==> config.mk <==
export PLATFORM = sky130hd
export DESIGN_NAME = key_debounce_pulse
export DESIGN_NICKNAME = d
export VERILOG_FILES = /design/src/rtl/key_debounce_pulse.sv
export SDC_FILE = /design/constraint.sdc
export NUM_CORES = 1
export LEC_CHECK = 0
export ABC_CLOCK_PERIOD_IN_PS = 3100
export CORE_MARGIN = 2
export CORE_UTILIZATION = 55
export DETAILED_ROUTE_END_ITERATION = 12
export GPL_TIMING_DRIVEN = 0
export PLACE_DENSITY = 0.72
export SYNTH_ARGS = -nofsm -noshare
export SYNTH_HDL_FRONTEND = slang
export SYNTH_SLANG_ARGS = --single-unit
==> constraint.sdc <==
create_clock -name clk -period 3.1 [get_ports clk]
set_clock_uncertainty 0.1 [all_clocks]
set_input_delay 0.465 -clock clk [delete_from_list [all_inputs] [get_ports clk]]
set_output_delay 0.465 -clock clk [all_outputs]
set_load 0.02 [all_outputs]
==> src/rtl/key_debounce_pulse.sv <==
// Push-button front end: per-key 2-FF synchroniser, debounce FSM and single-cycle press pulse.
// Optional auto-repeat while held is enabled by defining KEY_REPEAT_EN.
module key_debounce_pulse #(
    parameter int unsigned KEY_W        = 4,
    parameter int unsigned DEBOUNCE_CYC = 1_000_000,
    parameter int unsigned HOLD_CYC     = 50_000_000,
    parameter int unsigned REPEAT_CYC   = 10_000_000
) (
    input  logic             clk,
    input  logic             rst_n,
    input  logic [KEY_W-1:0] key_in,
    output logic [KEY_W-1:0] key_pulse,
    output logic [KEY_W-1:0] key_level
);

    localparam int unsigned CNT_W = $clog2(DEBOUNCE_CYC) + 1;
    localparam logic [CNT_W-1:0] CNT_LAST = CNT_W'(DEBOUNCE_CYC - 1);

`ifdef KEY_REPEAT_EN
    localparam int unsigned RPT_W = $clog2(HOLD_CYC) + 1;
    localparam logic [RPT_W-1:0] RPT_FIRST = RPT_W'(HOLD_CYC);
    // After a repeat pulse the counter restarts so the next pulse lands REPEAT_CYC later.
    localparam logic [RPT_W-1:0] RPT_RELOAD = RPT_W'(HOLD_CYC - REPEAT_CYC + 1);
`endif

    // The repeat reload only works when one period fits inside the initial hold time.
    if (REPEAT_CYC == 0 || REPEAT_CYC > HOLD_CYC + 1) begin : g_bad_repeat_cfg
        $error("key_debounce_pulse: REPEAT_CYC must be in 1..HOLD_CYC+1");
    end

    typedef enum logic [1:0] {
        StIdle,
        StPressDb,
        StHeld,
        StReleaseDb
    } key_state_t;

    logic [KEY_W-1:0] r_sync1;
    logic [KEY_W-1:0] r_sync2;
    logic [KEY_W-1:0] r_p;

    // Synchronisers reset to released; r_p is the inverted, registered pressed flag.
    always_ff @(posedge clk or negedge rst_n) begin
        if (!rst_n) begin
            r_sync1 <= '1;
            r_sync2 <= '1;
            r_p     <= '0;
        end else begin
            r_sync1 <= key_in;
            r_sync2 <= r_sync1;
            r_p     <= ~r_sync2;
        end
    end

    for (genvar g = 0; g < KEY_W; g++) begin : g_key
        key_state_t       r_state;
        logic [CNT_W-1:0] r_cnt;
        logic             r_pulse;
        logic             r_level;
        logic             w_p;
`ifdef KEY_REPEAT_EN
        logic [RPT_W-1:0] r_rcnt;
`endif

        assign w_p = r_p[g];

        always_ff @(posedge clk or negedge rst_n) begin
            if (!rst_n) begin
                r_state <= StIdle;
                r_cnt   <= '0;
                r_pulse <= 1'b0;
                r_level <= 1'b0;
`ifdef KEY_REPEAT_EN
                r_rcnt  <= '0;
`endif
            end else begin
                r_pulse <= 1'b0;
                unique case (r_state)
                    StIdle: begin
`ifdef KEY_REPEAT_EN
                        r_rcnt <= '0;
`endif
                        if (w_p) begin
                            r_state <= StPressDb;
                            r_cnt   <= '0;
                        end
                    end
                    StPressDb: begin
                        if (!w_p) begin
                            r_state <= StIdle;
                        end else if (r_cnt == CNT_LAST) begin
                            r_state <= StHeld;
                            r_pulse <= 1'b1;
                            r_level <= 1'b1;
                        end else begin
                            r_cnt <= r_cnt + CNT_W'(1);
                        end
                    end
                    StHeld: begin
                        if (!w_p) begin
                            r_state <= StReleaseDb;
                            r_cnt   <= '0;
                        end
`ifdef KEY_REPEAT_EN
                        else if (r_rcnt == RPT_FIRST) begin
                            r_pulse <= 1'b1;
                            r_rcnt  <= RPT_RELOAD;
                        end else begin
                            r_rcnt <= r_rcnt + RPT_W'(1);
                        end
`endif
                    end
                    StReleaseDb: begin
                        // Repeat counter is left untouched here so a bounce resumes it.
                        if (w_p) begin
                            r_state <= StHeld;
                        end else if (r_cnt == CNT_LAST) begin
                            r_state <= StIdle;
                            r_level <= 1'b0;
                        end else begin
                            r_cnt <= r_cnt + CNT_W'(1);
                        end
                    end
                    default: r_state <= StIdle;
                endcase
            end
        end

        assign key_pulse[g] = r_pulse;
        assign key_level[g] = r_level;
    end

endmodule

==> reports/qor.yml <==
grt_antenna_before_repair: 0
critical-path-top-delay-family: "simple AND/OR/NAND/NOR gates"
grt_pass1_wl_mm: 20.9
syn-cell-area_um2: 5850
regArea_um2: 2810
hold_buffers: 0
drv_cap: 0
critical_path_class: "flip-flop to flip-flop"
cp.arrival_ns: 2.92
die_h_um: 107
crit_chain: "ha_1 -> and4_1 -> nand3b_1 -> nor4_1 -> buf_2 -> o21bai_1 -> a32o_1"
ys_top_cells_by_area: "dfrtp_1 45%, nand2_1 4.4%, dfstp_2 3.6%"
routed_wl_mm: 11.8
die_w_um: 107
yosysMostFrequentCell: "dfrtp_1"
grt_pass1_vias: 4637
critPathLaunchType: "flip-flop"
drc: 0
cts_tree: "done"
synth_top_cell_area_share_pct: 44.5
period_needed_ns: 2.74
drive_gt1_share_pct: 8.84
clock_path_buffers: 2
slowest_delay_ns: 0.75
end_kind: "flip-flop"
vias: 4704
clkSinkCount: 112
crit_buf_inv: 1
n_antenna_cell: 0
syn-num-nets: 636
n_fill_cell: 880
hpwlAfterDp_mm: 7.92
placed_cell_area_um2: 6170
multi_input_area_um2: 2780
wire_per_inst_um: 14.9
synth-async-reset-ratio_pct: 100
clk_latency_ns: 0.39
ys_seq_area_share_pct: 48.1
fp.coreArea_um2: 10300
grt_max_degree: 58
synth.largest_area_cell: "dfrtp_1"
synth_warnings: 0
io_buffers: 13
crit_slowest_cell: "nor4_1"
finalCritPeriodShare_pct: 88.2
vdd_drop_max_mv: 0.362
antenna_left: 0
cp.required_ns: 3.28
h-tree-depth: 3
num_rows: 37
fmax_mhz: 366
setup_viol: 0
tns_ns: 0
ys_types: 62
leakage_nw: 2.70
finalNetCount: 661
io_pins: 14
grt_usage_pct: 22.6
ys_ff_latch: 112
firstDrtPassIters: 5
clk_pin_slew_ns: 0.10
netlist_instances: 626
drv_slew: 0
post_cts_buffers: 0
syn2layout_area_growth_pct: 9.57
overflow: 0
avgViaCountPerCell: 5.94
hp-class: "primary input to asynchronous set/reset pin"
relSlewSlack_pct: 33.3
crit_fanout: 10
finalHoldViolCount: 0
stdcell_area_um2: 6410
status: "finished, final reports clean"
powerDensity_nw_per_um2: 428
gp_routability_congestion: 0.815
cts_inserted_buffers: 9
initial_core_util_pct: 56.6
synthFlopType: "dfrtp_1"
cts-root-buf: "clkbuf_8"
worst_pin_slew_ns: 0.991
synth_edf_count: 0
rsz0062_at_grt: "false"
avgSynthCellArea_um2: 9.34
synth_common_cells: "104 x dfrtp_1, 68 x nand2_1, 54 x nor2_1"
drt-initial-drc-count: 229
die_area_um2: 11500
metrics by stage:
stage / cells / setup WS, ns / total power [W] / hold slack (ns) / util, %
2_1_floorplan: 626 / 0.634 / 0.00170 / 0.0694 / -
3_3_place_gp: 775 / -2.86 / 0.00177 / 0.246 / 59.5
3_5_place_dp: 776 / 0.209 / 0.00178 / 0.247 / 59.8
4_1_cts: 792 / 0.176 / 0.00278 / 0.0394 / 62.0
5_1_grt: 792 / 0.0266 / 0.00287 / 0.0772 / 62.1
6_report: 792 / 0.365 / 0.00274 / 0.0198 / 62.1
cell type report:
type | instances | area share, %
inverter | 21 | 1.23
timing repair buffer | 14 | 2.42
clock inverter | 4 | 1.19
multi-input combinational | 457 | 43.3
buffer | 36 | 2.83
clock buffer | 12 | 2.42
sequential | 112 | 43.9
tap | 136 | 2.66
report_power, final:
part / internal, W / switching, W / total [W]
Clock: 0.000503 / 0.000490 / 0.000993
Sequential: 0.00151 / 0.0000571 / 0.00157
Combinational: 0.0000674 / 0.000115 / 0.000183
Total: 0.00208 / 0.000662 / 0.00274
flip-flops by register name, summed over array words and instances, names as in the netlist, named ones only:
signal / count
g_key.r_state: 4
r_sync1: 4
g_key.r_cnt: 84
r_sync2: 4
g_key.r_pulse: 4
g_key.r_level: 4
r_p: 4
final timing paths:
| kind | startpoint | end | slack [ns] | cells after the start |
|---|---|---|---|---|
| worst max register to register | g_key[0].r_cnt[0] | g_key[0].r_cnt[11] | 0.36 | 7 |
| min in group clk | r_sync1[2] | r_sync2[2] | 0.26 | 0 |
| worst min-delay path | rst_n | g_key[2].r_cnt[3] | 0.02 | 1 |
| worst min register to register | r_sync1[2] | r_sync2[2] | 0.26 | 0 |
| worst max-delay path | g_key[0].r_cnt[0] | g_key[0].r_cnt[11] | 0.36 | 7 |
| max in group asynchronous | rst_n | r_sync1[1] | 2.11 | 2 |
placed cells by master, fill, tap and decap left out, drive strengths merged, types with 3 or more instances in the layout:
master	n
or4	7
o22ai	4
mux2	7
mux2i	11
a21o	4
nor4b	4
nand2b	3
nor3b	4
a31oi	6
dfrtp	104
nand4	25
or2	4
nor3	20
nand3b	3
inv	22
and2	7
xnor2	6
o21ai	41
a22o	11
or3	10
a211o	3
o311ai	3
clkdlybuf4s50	12
and3	7
o211ai	5
nand2	68
dfstp	8
nand3	39
a21oi	22
o41ai	3
and4	5
clkbuf	35
or4b	8
nor4	12
o31ai	4
ha	4
buf	15
xor2	19
nor2	55
layer usage:
| metal | vias to the layer above | GRT usage (%) | routed length, um |
|---|---|---|---|
| li1 | 2332 | - | - |
| met5 | - | 0 | 0 |
| met1 | 2275 | 30.1 | 5680 |
| met4 | 0 | 9.46 | 170 |
| met3 | 14 | 4.92 | 436 |
| met2 | 83 | 35.6 | 5530 |
repair_timing:
| item | 4_1_cts | 5_1_grt |
|---|---|---|
| gates resized for setup | 0 | 4 |
| endpoints found under the hold margin | 0 | 0 |
| setup endpoints to repair | 0 | 15 |
worst register-to-register path: stages (launching register included):
cell and delay [ns]:
dfrtp_1 0.43, ha_1 0.25, and4_1 0.26, nand3b_1 0.12
nor4_1 0.75, buf_2 0.37, o21bai_1 0.10, a32o_1 0.25
logic make-up after synthesis:
logic type,after synthesis,synth area share [%]
AND/OR/NAND/NOR,285,25.5
XOR/XNOR,25,3.74
flip-flops,112,48.1
adder cells (fa/ha/maj),4,0.856
AO/OA/AOI/OAI,125,14.1
buffers and inverters,57,4.41
multiplexers,18,3.30
Power figures use the tool's default switching activity.
